[config.mk]
export PLATFORM = sky130hd
export DESIGN_NAME = raw10_byte_packer
export DESIGN_NICKNAME = d
export VERILOG_FILES = /design/src/rtl/raw10_byte_packer_pkg.sv /design/src/rtl/raw10_byte_packer_pack_fifo.sv /design/src/rtl/raw10_byte_packer.sv
export SDC_FILE = /design/constraint.sdc
export NUM_CORES = 1
export LEC_CHECK = 0
export CAP_MARGIN = 20
export CORE_ASPECT_RATIO = 1.1
export CORE_UTILIZATION = 57
export DETAILED_ROUTE_END_ITERATION = 10
export GPL_ROUTABILITY_DRIVEN = 0
export PLACE_DENSITY_LB_ADDON = 0.3
export SYNTH_ARGS = -nofsm -noshare
export SYNTH_HDL_FRONTEND = slang
export SYNTH_SLANG_ARGS = --single-unit
[constraint.sdc]
create_clock -name CLOCK -period 4.25 [get_ports CLOCK]
set_input_delay 1.0625 -clock CLOCK [delete_from_list [all_inputs] [get_ports CLOCK]]
set_output_delay 1.0625 -clock CLOCK [all_outputs]
set_load 0.005 [all_outputs]
[src/rtl/raw10_byte_packer_pkg.sv]
// Shared constants and types for the RAW10 byte packer and its output FIFO.
package raw10_byte_packer_pkg;

  localparam int C_PIX_W       = 10;
  localparam int C_GROUP_PIX   = 4;
  localparam int C_GROUP_BYTES = 5;
  localparam int C_ENTRY_W     = 10;

  // One MSB byte plus at most one flushed LSB byte can land in a single cycle.
  localparam int C_MAX_WR = C_GROUP_BYTES - C_GROUP_PIX + 1;
  localparam int C_NWR_W  = $clog2(C_MAX_WR + 1);
  localparam int C_CNT_W  = $clog2(C_GROUP_PIX);

  typedef struct packed {
    logic       sof;
    logic       eol;
    logic [7:0] data;
  } entry_t;

  function automatic entry_t make_entry(input logic sof, input logic eol, input logic [7:0] data);
    entry_t e;
    e.sof  = sof;
    e.eol  = eol;
    e.data = data;
    return e;
  endfunction

endpackage

[src/rtl/raw10_byte_packer_pack_fifo.sv]
// First-word-fall-through byte FIFO with two write ports and one read port.
module pack_fifo
  import raw10_byte_packer_pkg::*;
#(
  parameter int G_DEPTH = 32
) (
  input  logic                       clk,
  input  logic                       rst_n,
  input  logic                       wr_en0,
  input  entry_t                     wr_data0,
  input  logic                       wr_en1,
  input  entry_t                     wr_data1,
  input  logic                       rd_en,
  output entry_t                     rd_data,
  output logic                       rd_vld,
  output logic [$clog2(G_DEPTH):0]   free
);

  localparam int AW = $clog2(G_DEPTH);
  localparam int CW = AW + 1;
  localparam logic [CW-1:0] C_DEPTH = CW'(G_DEPTH);

  logic [C_ENTRY_W-1:0] mem [G_DEPTH];
  logic [AW-1:0]        wr_ptr;
  logic [AW-1:0]        wr_ptr_nxt1;
  logic [AW-1:0]        rd_ptr;
  logic [CW-1:0]        occ;
  logic [CW-1:0]        n_push;
  logic                 pop;

  assign pop         = rd_en & rd_vld;
  assign n_push      = CW'(wr_en0) + CW'(wr_en1);
  assign wr_ptr_nxt1 = wr_ptr + AW'(1);
  assign rd_vld      = (occ != '0);
  assign rd_data     = entry_t'(mem[rd_ptr]);
  // A pop in the same cycle frees its slot for this cycle's writes.
  assign free        = C_DEPTH - occ + CW'(pop);

  // Storage array; second write lands just after the first.
  always_ff @(posedge clk) begin
    if (wr_en0) mem[wr_ptr]      <= wr_data0;
    if (wr_en1) mem[wr_ptr_nxt1] <= wr_data1;
  end

  // Pointers wrap naturally at the power-of-two depth; occupancy tracks both sides.
  always_ff @(posedge clk or negedge rst_n) begin
    if (!rst_n) begin
      wr_ptr <= '0;
      rd_ptr <= '0;
      occ    <= '0;
    end else begin
      wr_ptr <= wr_ptr + AW'(n_push);
      rd_ptr <= rd_ptr + AW'(pop);
      occ    <= occ + n_push - CW'(pop);
    end
  end

endmodule

[src/rtl/raw10_byte_packer.sv]
// Packs 10-bit pixels into RAW10 byte groups (4 MSB bytes + 1 LSB byte) and
// queues them, tagged with start-of-frame / end-of-line, in an output FIFO.
module raw10_byte_packer
  import raw10_byte_packer_pkg::*;
#(
  parameter int G_FIFO_DEPTH = 32
) (
  input  logic               CLOCK,
  input  logic               RESET_N,
  input  logic               FRAME_START,
  input  logic [C_PIX_W-1:0] PIX_IN,
  input  logic               PIX_VALID,
  input  logic               LINE_END,
  output logic [7:0]         BYTE_OUT,
  output logic               BYTE_SOF,
  output logic               BYTE_EOL,
  output logic               BYTE_VALID,
  input  logic               BYTE_READY,
  output logic               OVERFLOW,
  output logic               PROTOCOL_ERR
);

  localparam int CW = $clog2(G_FIFO_DEPTH) + 1;

  logic                              rst_n_sync;
  logic                              vld_p0, fs_p0, le_p0;
  logic [C_PIX_W-1:0]                pix_p0;
  logic [C_CNT_W-1:0]                cnt_q, cnt_d;
  logic [C_GROUP_PIX-1:0][1:0]       slots_q, slots_d;
  logic                              pend_vld_q, pend_vld_d;
  logic [7:0]                        pend_byte_q, pend_byte_d;
  logic                              sof_arm_q, sof_arm_d;
  logic                              le_defer_q, le_defer_d;
  logic                              ovf_q, ovf_d;
  logic                              le_act, sof_now, eol0, drop;
  logic [C_NWR_W-1:0]                n_wr;
  logic [7:0]                        byte0, byte1;
  logic                              wr_en0, wr_en1;
  entry_t                            head;
  logic                              head_vld;
  logic [CW-1:0]                     fifo_free;

  // Assert asynchronously, release on the next edge so logic runs from the second edge.
  always_ff @(posedge CLOCK or negedge RESET_N) begin
    if (!RESET_N) rst_n_sync <= 1'b0;
    else          rst_n_sync <= 1'b1;
  end

  // ---- stage p0: input capture ----
  // Input control strobes registered; this stage sets the one-cycle write latency.
  always_ff @(posedge CLOCK or negedge rst_n_sync) begin
    if (!rst_n_sync) begin
      vld_p0 <= 1'b0;
      fs_p0  <= 1'b0;
      le_p0  <= 1'b0;
    end else begin
      vld_p0 <= PIX_VALID;
      fs_p0  <= FRAME_START;
      le_p0  <= LINE_END;
    end
  end

  // Pixel data travels alongside vld_p0 without reset.
  always_ff @(posedge CLOCK) begin
    pix_p0 <= PIX_IN;
  end

  // ---- stage p0 -> FIFO: packing decisions ----
  // Order within a cycle: frame start, then line end, then the pixel.
  always_comb begin
    cnt_d       = cnt_q;
    slots_d     = slots_q;
    pend_vld_d  = pend_vld_q;
    pend_byte_d = pend_byte_q;
    sof_arm_d   = sof_arm_q;
    ovf_d       = ovf_q;
    le_defer_d  = vld_p0 & le_p0;
    le_act      = (le_defer_q & ~fs_p0) | (le_p0 & ~vld_p0);
    n_wr        = '0;
    byte0       = '0;
    byte1       = '0;
    eol0        = 1'b0;
    drop        = 1'b0;

    if (fs_p0) begin
      cnt_d      = '0;
      slots_d    = '0;
      pend_vld_d = 1'b0;
      sof_arm_d  = 1'b1;
    end
    sof_now = sof_arm_d;

    if (le_act) begin
      if (pend_vld_d) begin
        byte0 = pend_byte_d;
        eol0  = 1'b1;
        n_wr  = C_NWR_W'(1);
      end else if (cnt_d != '0) begin
        // Unreceived slots were cleared, so they read as zero fields.
        byte0 = slots_d;
        eol0  = 1'b1;
        n_wr  = C_NWR_W'(1);
      end
      cnt_d      = '0;
      slots_d    = '0;
      pend_vld_d = 1'b0;
    end

    if (vld_p0) begin
      if (pend_vld_d) begin
        byte0      = pend_byte_d;
        n_wr       = C_NWR_W'(1);
        pend_vld_d = 1'b0;
      end
      if (n_wr == '0) byte0 = pix_p0[C_PIX_W-1:2];
      else            byte1 = pix_p0[C_PIX_W-1:2];
      n_wr           = n_wr + C_NWR_W'(1);
      slots_d[cnt_d] = pix_p0[1:0];
      if (cnt_d == C_CNT_W'(C_GROUP_PIX - 1)) begin
        pend_byte_d = slots_d;
        pend_vld_d  = 1'b1;
        cnt_d       = '0;
        slots_d     = '0;
      end else begin
        cnt_d = cnt_d + C_CNT_W'(1);
      end
    end

    // All-or-nothing: a cycle that does not fit is dropped whole.
    if (n_wr != '0) begin
      drop = (CW'(n_wr) > fifo_free);
      if (drop) ovf_d     = 1'b1;
      else      sof_arm_d = 1'b0;
    end
  end

  assign wr_en0 = (n_wr != '0) & ~drop;
  assign wr_en1 = (n_wr == C_NWR_W'(2)) & ~drop;

  // Packer state; slots and pending byte are cleared because line/frame logic depends on them.
  always_ff @(posedge CLOCK or negedge rst_n_sync) begin
    if (!rst_n_sync) begin
      cnt_q       <= '0;
      slots_q     <= '0;
      pend_vld_q  <= 1'b0;
      pend_byte_q <= '0;
      sof_arm_q   <= 1'b0;
      le_defer_q  <= 1'b0;
      ovf_q       <= 1'b0;
    end else begin
      cnt_q       <= cnt_d;
      slots_q     <= slots_d;
      pend_vld_q  <= pend_vld_d;
      pend_byte_q <= pend_byte_d;
      sof_arm_q   <= sof_arm_d;
      le_defer_q  <= le_defer_d;
      ovf_q       <= ovf_d;
    end
  end

  pack_fifo #(
    .G_DEPTH (G_FIFO_DEPTH)
  ) u_fifo (
    .clk      (CLOCK),
    .rst_n    (rst_n_sync),
    .wr_en0   (wr_en0),
    .wr_data0 (make_entry(sof_now, eol0, byte0)),
    .wr_en1   (wr_en1),
    .wr_data1 (make_entry(1'b0, 1'b0, byte1)),
    .rd_en    (BYTE_READY),
    .rd_data  (head),
    .rd_vld   (head_vld),
    .free     (fifo_free)
  );

  // Head fields are forced low when empty so stale storage never shows.
  assign BYTE_VALID   = head_vld;
  assign BYTE_OUT     = head_vld ? head.data : 8'h00;
  assign BYTE_SOF     = head_vld & head.sof;
  assign BYTE_EOL     = head_vld & head.eol;
  assign OVERFLOW     = ovf_q;
  assign PROTOCOL_ERR = vld_p0 & le_p0;

endmodule
Word-level counts from Yosys, hierarchy flattened
Memories as Yosys holds them, arrays and structs flattened.
Cells that the tools add are included.
{"block": "totals", "in_bits": 16, "memories": 1, "word_cells": 94, "output_inout_bits": 13, "mem_bits_rw": 320, "regBits": 52}
{"name": "u_fifo.mem", "words": 32, "word_bits": 10, "read_ports": 1, "rd_ports_with_merged_regs": 0, "wr": 2, "line_no": "raw10_byte_packer_pack_fifo.sv:23", "source": "logic [C_ENTRY_W-1:0] mem [G_DEPTH];"}
{"block": "classes", "addsub": 10, "eq_ne": 2, "muxes": 41, "n_lt_le_gt_ge": 3, "reduce_logical": 7, "n_bitwise": 12}
{"op": "8-bit two-way mux", "count": 13}
{"op": "1-bit two-way mux", "count": 18}
{"op": "2-bit two-way mux", "count": 8}
{"op": "1-bit AND", "count": 8}
{"op": "8-bit bitwise mux", "count": 1}
{"op": "6-bit by 1-bit adder with 6-bit output", "count": 1}
{"op": "6-bit adder", "count": 1}
{"op": "2-bit by 6-bit greater-than comparator with 1-bit output", "count": 1}
{"op": "6-bit nonzero test", "count": 1}
{"op": "6-bit by 1-bit subtractor with 6-bit output", "count": 1}
{"op": "6-bit subtractor, first input constant", "count": 1}
{"op": "5-bit by 1-bit adder with 5-bit output", "count": 1}
{"op": "5-bit by 1-bit adder with 5-bit output, second input constant", "count": 1}
{"op": "5-bit adder", "count": 1}
{"op": "2-bit by 1-bit adder with 2-bit output, second input constant", "count": 2}
{"op": "2-bit demux with 2-bit select", "count": 1}
{"op": "2-bit == test, second input constant", "count": 2}
{"op": "2-bit AND reduction", "count": 2}
{"op": "2-bit nonzero test", "count": 2}
{"op": "2-bit by 3-bit < comparator with 1-bit output, second input constant", "count": 1}
{"op": "1-bit inverter", "count": 3}
{"op": "1-bit by 1-bit adder with 2-bit output", "count": 1}
{"op": "2-bit by 1-bit greater-or-equal comparator with 1-bit output, second input constant", "count": 1}
{"op": "2-bit logical NOT", "count": 1}
{"op": "other kinds (2)", "count": 2}

Logic depth before layout (Yosys ltp)
Gate-level depths: netlist (run 1).
{"block": "depth", "depth_word": 16, "ltp_mapped": 26, "ltp_nobuf": 23}

Hierarchy
A second synthesis (run 1) with hierarchy kept.
{"block": "unflattened", "cells_unflattened": 1290, "hier_area_um2": 19453.7}
{"mod": "pack_fifo", "cells_per_inst": 1080, "seq_area_each_um2": 10009.6, "area_per_inst_um2": 17499.3, "n_inst": 1}
{"mod": "raw10_byte_packer", "cells_per_inst": 210, "seq_area_each_um2": 850.8, "area_per_inst_um2": 1954.4, "n_inst": 1}

Worst setup path before layout (run 1)
Ideal clock, no wire load.
{"block": "synth_timing", "path_type": "register to register", "startpoint": "register le_defer_q", "endpoint": "register u_fifo.occ[5]", "arrival_time_ns": 5.082, "required_ns": 4.171, "slack_ns": -0.911, "n_path_buf": 5, "stages_incl_launch_ff": 25, "synth_period_minus_slack_ns": 5.161, "setup_ns": 0.079, "path_cell_list": "dfrtp_1 clkbuf_1 o21ai_0 a21oi_1 nand2_1 inv_1 clkbuf_1 buf_1 ha_1 o2bb2ai_1 a221o_1 o41ai_4 inv_2 buf_2 clkbuf_1 ha_1 inv_1 ha_1 inv_1 ha_1 a21o_1 a21oi_1 o21bai_1 a21oi_1 xor2_1"}
{"block": "synth_between", "elab_chain_cells": 14, "elab_cells_between_ends": 18, "classes_between": "4 x add/sub; 1 x order compare; 1 x eq/ne; 6 x mux; 5 x bitwise; 1 x reduce/logical"}
{"element": "from (decl)", "line_no": "raw10_byte_packer.sv:33", "source": "logic le_defer_q, le_defer_d;"}
{"element": "from (signal assigned)", "line_no": "raw10_byte_packer.sv:156", "source": "le_defer_q <= le_defer_d;"}
{"element": "1-bit AND *", "line_no": "raw10_byte_packer.sv:78", "source": "le_act = (le_defer_q & ~fs_p0) | (le_p0 & ~vld_p0);"}
{"element": "1-bit bitwise OR *", "line_no": "raw10_byte_packer.sv:78"}
{"element": "1-bit two-way mux", "line_no": "raw10_byte_packer.sv:93", "source": "if (le_act) begin"}
{"element": "2-bit two-way mux", "line_no": "raw10_byte_packer.sv:110", "source": "if (pend_vld_d) begin"}
{"element": "2-bit two-way mux", "line_no": "raw10_byte_packer.sv:109", "source": "if (vld_p0) begin"}
{"element": "2-bit by 1-bit adder with 2-bit output", "line_no": "raw10_byte_packer.sv:117", "source": "n_wr = n_wr + C_NWR_W'(1);"}
{"element": "2-bit two-way mux *", "line_no": "raw10_byte_packer.sv:109"}
{"element": "2-bit by 6-bit greater-than comparator with 1-bit output / 2-bit nonzero test (equally long branches)", "line_no": "raw10_byte_packer.sv:131, raw10_byte_packer.sv:130, raw10_byte_packer.sv:137"}
{"element": "1-bit two-way mux", "line_no": "raw10_byte_packer.sv:130", "source": "if (n_wr != '0) begin"}
{"element": "1-bit inverter", "line_no": "raw10_byte_packer.sv:137, raw10_byte_packer.sv:138"}
{"element": "1-bit AND, on equally long branches", "line_no": "raw10_byte_packer.sv:137, raw10_byte_packer.sv:138"}
{"element": "1-bit by 1-bit adder with 2-bit output *", "line_no": "raw10_byte_packer_pack_fifo.sv:32", "source": "assign n_push = CW'(wr_en0) + CW'(wr_en1);"}
{"element": "6-bit adder *", "line_no": "raw10_byte_packer_pack_fifo.sv:54", "source": "occ <= occ + n_push - CW'(pop);"}
{"element": "6-bit by 1-bit subtractor with 6-bit output *", "line_no": "raw10_byte_packer_pack_fifo.sv:54"}
{"element": "to (signal assigned)", "line_no": "raw10_byte_packer_pack_fifo.sv:54"}
{"element": "to (decl)", "line_no": "raw10_byte_packer_pack_fifo.sv:27", "source": "logic [CW-1:0] occ;"}
Mark *: on every way between the ends. The rest lies on a longest branch, timed or not. The select of a mux whose other input is x is not followed.
A chain may end at the register's enable or synchronous reset.

Worst setup path after layout (run 1)
{"block": "layout_timing", "startpoint": "register u_fifo.occ[3]", "endpoint": "register u_fifo.occ[5]"}
{"block": "layout_between", "elab_chain_cells": 10, "elab_cells_between_ends": 12, "classes_between": "5 x add/sub; 1 x order compare; 1 x mux; 4 x bitwise; 1 x reduce/logical"}
{"element": "branches (longest 9 deep; another with 6-bit subtractor)"}
{"element": "6-bit by 1-bit subtractor with 6-bit output *", "line_no": "raw10_byte_packer_pack_fifo.sv:54"}
Every way passes the cells marked *.

==> flow_metrics.tcl, run 1 <==
set metrics [dict create \
    synth_cell_type_count 54 \
    startpoint_type "flop" \
    die_w_um 173 \
    min_period_over_period 1.02 \
    leakagePower_nw 7.24 \
    critPathKind "reg2reg" \
    dr.pass1.iters 6 \
    multi_input_area_mm2 0.00753 \
    ys_ff_latch 372 \
    path_clk_slew_ps 60 \
    yosysSeqAreaShare 0.557 \
    route.detailed.drc 0 \
    cpLargestDelayFamily "adder cells" \
    p_comb_frac 0.394 \
    cp_cell_sequence "inv_2 > ha_4 > nand4_1 > nand2_8 > ha_4 > inv_4 > ha_4 > inv_4 > ha_4 > nand2b_1 > a221o_1 > buf_6 > o41ai_4 > inv_2 > ha_4 > inv_4 > ha_4 > inv_4 > ha_4 > a21o_1 > a21oi_2 > o21bai_1 > a21oi_1 > xor2_1" \
    synth_top_area_share 0.419 \
    synth_edf_count 256 \
    ir_drop_mv 0.597 \
    synth_warnings 0 \
    via_count 14983 \
    cts-root-buf "clkbuf_16" \
    synthTopCellsByArea "edfxtp_1 (42%), mux4_2 (12%), o22ai_1 (8.8%)" \
    avgRoutedWirePerCell_um 26.6 \
    overflow 0 \
    core_mm2 0.0316 \
    finalSetupViolations 2 \
    synthToLayoutAreaGrowth_pct 17.2 \
    final_core_util 0.681 \
    wirelength_um 54100 \
    netlist_instances 1506 \
    final_layout_size_suffix_gt1_frac 0.229 \
    crit_start "u_fifo.occ[3]" \
    port_buffers 28 \
    ios 29 \
    cts_buffer_depth 3 \
    num_antenna_cells 0 \
    syn_area_mm2 0.0184 \
    async_flop_share 0.113 \
    rows 68 \
    grt_pass1_vias 14579 \
    cts_buffers 38 \
    drt_iter0_drc 2132 \
    yosysTopAreaCell "edfxtp_1" \
    endpoint_kind "flop" \
    syn_nets 1547 \
    cp_max_fo 3 \
    ys.flop_type "edfxtp_1" \
    swShare 0.350 \
    syn_area_per_cell_um2 12.2 \
    power_density_mw_per_mm2 629 \
    worstPathArrival_ps 4760 \
    hold_viol_final 0 \
    cts_tree "yes" \
    die_y_um 190 \
    fin_ws_ps -65.9 \
    h-tree-depth 2 \
    power.internal_mw 8.80 \
    report.final.slew_viol_count 0 \
    grt_use_total 0.326 \
    antenna_found_initial 2 \
    r2r_start "u_fifo.occ[3]" \
    max_stage_delay_ps 410 \
    critPathBufInv 7 \
    hpwl_um 34500 \
    tightest_slew_ps 1180 \
    holdBufCountCts 0 \
    fill_cells 2177 \
    synthTopCellsByCount "o22ai_1 (258), edfxtp_1 (256), clkbuf_1 (132)" \
    layout_min_cycle_time_ps 4320 \
    rsz0062_at_grt "yes" \
    hp-class "reg2async" \
    maxSlewHeadroom 0.213 \
    start_util 0.581 \
    p_switching_mw 4.74 \
    seq_power_share 0.358 \
    p_total_mw 13.5 \
    fin_tns_setup_ps -70.3 \
    violations "setup timing" \
    grt_max_degree 64 \
    ant_nets 0 \
    timing.fmax_ghz 0.232 \
    max-cap-violations 0 \
    status "complete, but fails checks" \
    p_clk_frac 0.249 \
    cts.sinks 372 \
    grt_pass1_wl_um 82900 \
    nets 1630 \
    cpMaxStageDelayCell "dfrtp_1" \
    seq_area_mm2 0.0102 \
    clk_latency_ps 530 \
    skew_ps 20.7 \
    place_ws_ps -512 \
    synth.most_common_cell "o22ai_1" \
    vias_per_cell 7.36 \
    dieArea_mm2 0.0329 \
    cpMostUsedCell "ha_4" \
    required_ps 4690 \
]
-- flip-flops by register name, indices dropped and copies added (netlist names) --
signal / cells
le_defer_q: 1
slots_q: 8
sof_arm_q: 1
u_fifo.occ: 6
cnt_q: 2
u_fifo.mem: 320
vld_p0: 1
OVERFLOW: 1
pend_vld_q: 1
u_fifo.rd_ptr: 5
u_fifo.wr_ptr: 5
pend_byte_q: 8
rst_n_sync: 1
fs_p0: 1
le_p0: 1
pix_p0: 10
-- power groups by stage --
stage / clock network [mW] / registers [mW] / logic [mW]
2_1_floorplan: 0 / 4.67 / 3.36
3_3_place_gp: 0 / 4.92 / 4.75
3_5_place_dp: 0 / 4.94 / 4.87
4_1_cts: 3.38 / 4.82 / 5.01
5_1_grt: 3.52 / 4.90 / 5.60
6_report: 3.37 / 4.84 / 5.33
-- final timing paths --
path,end,slack (ps),cells after the start
min,cnt_q[1],420,0
min in group CLOCK,OVERFLOW,470,1
max in group asynchronous,u_fifo.rd_ptr[0],3150,0
max reg2reg,u_fifo.occ[5],-70,24
max,u_fifo.occ[5],-70,24
min reg2reg,cnt_q[1],420,0
-- cell type report --
cell class / count / area share
Tap cell: 420 / 0.0244
Inverter: 36 / 0.00675
Timing Repair Buffer: 205 / 0.0859
Clock buffer: 54 / 0.0498
Sequential cell: 372 / 0.476
Multi-Input combinational cell: 936 / 0.350
Clock inverter: 12 / 0.00745
-- cells in the final DEF (no fill, tap or decap), types with 5 or more instances in the layout --
cell / count
buf_4: 156
a32o_1: 6
nand3_1: 66
clkdlybuf4s50_1: 27
o21ai_0: 29
a31oi_1: 30
nor2_1: 33
nor2b_1: 5
or3_1: 5
ha_1: 16
mux4_2: 98
edfxtp_1: 256
a22oi_1: 16
nand4_1: 51
inv_1: 27
buf_12: 13
o32a_1: 6
clkbuf_1: 11
xnor2_1: 7
dfrtp_1: 38
and3_1: 7
a21oi_1: 41
nand2_1: 63
nor4_1: 52
nor3_1: 39
o22ai_1: 258
nand2b_1: 6
clkbuf_16: 40
and2_1: 5
o31ai_1: 30
ha_4: 7
buf_6: 5
dfxtp_1: 74
-- timing repair --
item	CTS	global route
buffers inserted	6	9
gates cloned	0	1
gates resized for setup	4	21
setup endpoints to repair	10	8
pin swaps	3	17
-- per-stage QoR --
| stage | cell area (um^2) | hold slack (ps) | std cells |
|---|---|---|---|
| floorplan | 18500 | 443 | 1506 |
| global placement | 20000 | 445 | 1951 |
| detailed placement | 20000 | 445 | 1953 |
| CTS | 21300 | 453 | 2025 |
| global route | 21500 | 486 | 2035 |
| finish | 21500 | 417 | 2035 |
-- routing by layer --
layer  global-route usage  vias up  routed length [um]
met5                    0        -                  45
met3               0.0540      223                6400
li1                     -     6326                   -
met2                0.535     1155               25900
met1                0.425     7275               19100
met4                0.161        4                2640
-- logic make-up (layout without fill, tap and decap cells) --
logic type | Yosys count | after routing | share of synthesized area
flip-flops | 372 | 372 | 0.557
AO/OA/AOI/OAI | 443 | 443 | 0.155
buffers and inverters | 198 | 307 | 0.0410
adder cells (fa/ha/maj) | 25 | 25 | 0.0179
AND/OR/NAND/NOR | 350 | 350 | 0.0991
other | 1 | 1 | 0.000204
multiplexers | 105 | 105 | 0.124
XOR/XNOR | 12 | 12 | 0.00573
(Power assumes the default switching activity.)
==> run 2: changes to the inputs <==
--- a/config.mk
+++ b/config.mk
@@ -11,6 +11,8 @@
 export DETAILED_ROUTE_END_ITERATION = 10
 export GPL_ROUTABILITY_DRIVEN = 0
 export PLACE_DENSITY_LB_ADDON = 0.3
+export REMOVE_ABC_BUFFERS = 1
 export SYNTH_ARGS = -nofsm -noshare
 export SYNTH_HDL_FRONTEND = slang
+export SYNTH_HIERARCHICAL = 1
 export SYNTH_SLANG_ARGS = --single-unit
==> run 2 against run 1 <==
The flow now finishes without violations. Clock skew increased by 1.1 ps. Utilization fell by 0.30 points. Sequential power decreased by 3%. Critical path type is now reg2out. Largest power group is now registers.
==> flow_metrics.tcl, run 2 <==
set metrics [dict create \
    dr.pass1.iters 7 \
    ios 29 \
    reg_top3 "u_fifo/mem x320, pix_p0 x10" \
    yosysSeqAreaShare 0.558 \
    cts-root-buf "clkbuf_16" \
    async_flop_share 0.113 \
    yosysTopAreaCell "edfxtp_1" \
    required_ps 3190 \
    ir_drop_mv 0.441 \
    syn_area_per_cell_um2 15.1 \
    dieArea_mm2 0.0349 \
    holdBufCountCts 0 \
    critPathKind "reg2out" \
    vias_per_cell 6.49 \
    num_antenna_cells 0 \
    overflow 0 \
    layout_commonest_cell "edfxtp_1" \
    tightest_slew_ps 1060 \
    seq_power_share 0.385 \
    cts.sinks 372 \
    nets 1419 \
    r2r_setup_slack_ps 190 \
    reg2reg_depth 23 \
    p_comb_frac 0.339 \
    synth_top_area_share 0.494 \
    grt_use_total 0.294 \
    hp-class "reg2async" \
    cts_buffer_depth 3 \
    cpMaxStageDelayCell "dfrtp_4" \
    power_density_mw_per_mm2 537 \
    worstPathArrival_ps 3120 \
    multi_input_area_mm2 0.00807 \
    die_w_um 178 \
    cts_buffers 39 \
    grt_max_degree 44 \
    synth_warnings 6 \
    die_y_um 196 \
    grt_pass1_vias 12214 \
    clk_latency_ps 550 \
    layout_min_cycle_time_ps 4180 \
    p_clk_frac 0.276 \
    maxSlewHeadroom 0.294 \
    antenna_found_initial 0 \
    final_layout_size_suffix_gt1_frac 0.457 \
    netlist_instances 1290 \
    r2r_start "u_fifo/occ[3]" \
    place_area_mm2 0.0213 \
    top_register "u_fifo/mem" \
    ant_nets 0 \
    skew_ps 21.7 \
    max-cap-violations 0 \
    synthToLayoutAreaGrowth_pct 16.7 \
    port_buffers 28 \
    synthTopCellsByArea "edfxtp_1 (49%), mux2_2 (18%), mux4_2 (9.3%)" \
    min_period_over_period 0.985 \
    p_total_mw 12.2 \
    timing.fmax_ghz 0.239 \
    dp.cells 1766 \
    h-tree-depth 2 \
    p_switching_mw 3.80 \
    fin_ws_ps 65.5 \
    path_clk_slew_ps 60 \
    cp_cell_sequence "buf_16 > buf_12 > mux4_2 > o22ai_1 > nor4_1 > and2_1 > clkdlybuf4s50_1" \
    ys_ff_latch 372 \
    rsz0062_at_grt "yes" \
    swShare 0.312 \
    synth.most_common_cell "edfxtp_1" \
    final_area_mm2 0.0227 \
    hpwl_um 32100 \
    cp_max_fo 15 \
    largest_reg_flops 320 \
    place_ws_ps -570 \
    core_mm2 0.0335 \
    leakagePower_nw 8.22 \
    avgRoutedWirePerCell_um 27.1 \
    via_count 11931 \
    finalNonFillerCells 1838 \
    final_core_util 0.678 \
    route.detailed.drc 0 \
    rows 70 \
    fill_cells 2281 \
    synth_cell_type_count 63 \
    start_util 0.581 \
    hold_viol_final 0 \
    seq_area_mm2 0.0109 \
    grt_pass1_wl_um 75100 \
    cts_tree "yes" \
    finalSetupViolations 0 \
    status "complete, no violations" \
    power.internal_mw 8.38 \
    drt_iter0_drc 1177 \
    startpoint_type "flop" \
    final_cell_mix "edfxtp_1 (320), mux2_2 (304), buf_4 (86)" \
    ys.flop_type "edfxtp_1" \
    endpoint_kind "output port" \
    synthTopCellsByCount "edfxtp_1 (320), mux2_2 (304), mux4_2 (80)" \
    r2r-end "u_fifo/occ[4]" \
    max_stage_delay_ps 590 \
    report.final.slew_viol_count 0 \
    wirelength_um 49800 \
    synth_edf_count 320 \
    syn_area_mm2 0.0195 \
]
## run 2: changes by cell type after synthesis, moves of 41 or more
cell	change
dfxtp_1	-64
nor4_1	-41
nand3_1	-57
mux2_2	+300
nand4_1	-48
edfxtp_1	+64
o22ai_1	-210
clkbuf_1	-62
## run 2: final cells by class
| type | instances | share of cell area |
|---|---|---|
| clock buffer | 56 | 0.0482 |
| inverter | 26 | 0.00430 |
| sequential | 372 | 0.479 |
| timing repair buffer | 162 | 0.0831 |
| clock inverter | 13 | 0.00628 |
| tap | 432 | 0.0238 |
| multi-input combinational | 777 | 0.356 |
## run 2: metrics by stage
stage	hold WS (ps)	TNS, ps
2_1_floorplan	451	-18710
3_3_place_gp	433	-53680
3_5_place_dp	443	-89560
4_1_cts	441	0
5_1_grt	492	-91.0
6_report	407	0
## run 2: how the worst max path moves through the flow
stage                     start             to  slack (ps)  cells after the start
2_1_floorplan  u_fifo/rd_ptr[0]       BYTE_EOL       -1020                      4
3_3_place_gp         BYTE_READY  u_fifo/occ[4]        -530                     20
3_5_place_dp         BYTE_READY  u_fifo/occ[4]        -570                     20
4_1_cts        u_fifo/rd_ptr[0]    BYTE_OUT[0]          10                      7
5_1_grt              BYTE_READY  u_fifo/occ[4]         -90                     21
6_report       u_fifo/rd_ptr[0]    BYTE_OUT[2]          70                      7
## run 2: per-layer routing
layer | GRT usage | routed length [um] | vias to the layer above
li1 | - | - | 5184
met4 | 0.118 | 1810 | 0
met3 | 0.0407 | 3750 | 96
met1 | 0.399 | 19500 | 6110
met2 | 0.479 | 24700 | 541
met5 | 0 | 0 | -
## run 2: repair_timing
action | CTS | global route
cloned | 0 | 1
pin swaps | 0 | 3
endpoints found under the setup margin | 9 | 71
resized for setup | 4 | 15
buffers inserted | 1 | 1
## run 2: critical path, delay by kind of cell, from the launching register on
family,cells,cell delay [ps]
buffers and inverters,3,890
AOI/OAI and AO/OA,1,110
DFF,1,590
and+or+nand+nor,2,610
muxes,1,360
## run 2: logic make-up after synthesis
kind of cell	Yosys count	synth area share
buffers and inverters	150	0.0343
DFF	372	0.558
muxes	407	0.283
adders and majority gates	25	0.0169
other	2	0.000386
xor gates and xnor gates	14	0.00630
AOI/OAI and AO/OA	131	0.0439
and+or+nand+nor	189	0.0565
## run 2: power by group through the flow
stage / Combinational [mW] / Clock (mW) / Sequential, mW
3_3_place_gp: 3.89 / 0 / 4.74
3_5_place_dp: 3.97 / 0 / 4.76
5_1_grt: 4.39 / 3.53 / 4.72
2_1_floorplan: 2.30 / 0 / 4.89
6_report: 4.13 / 3.36 / 4.69
4_1_cts: 4.04 / 3.40 / 4.66
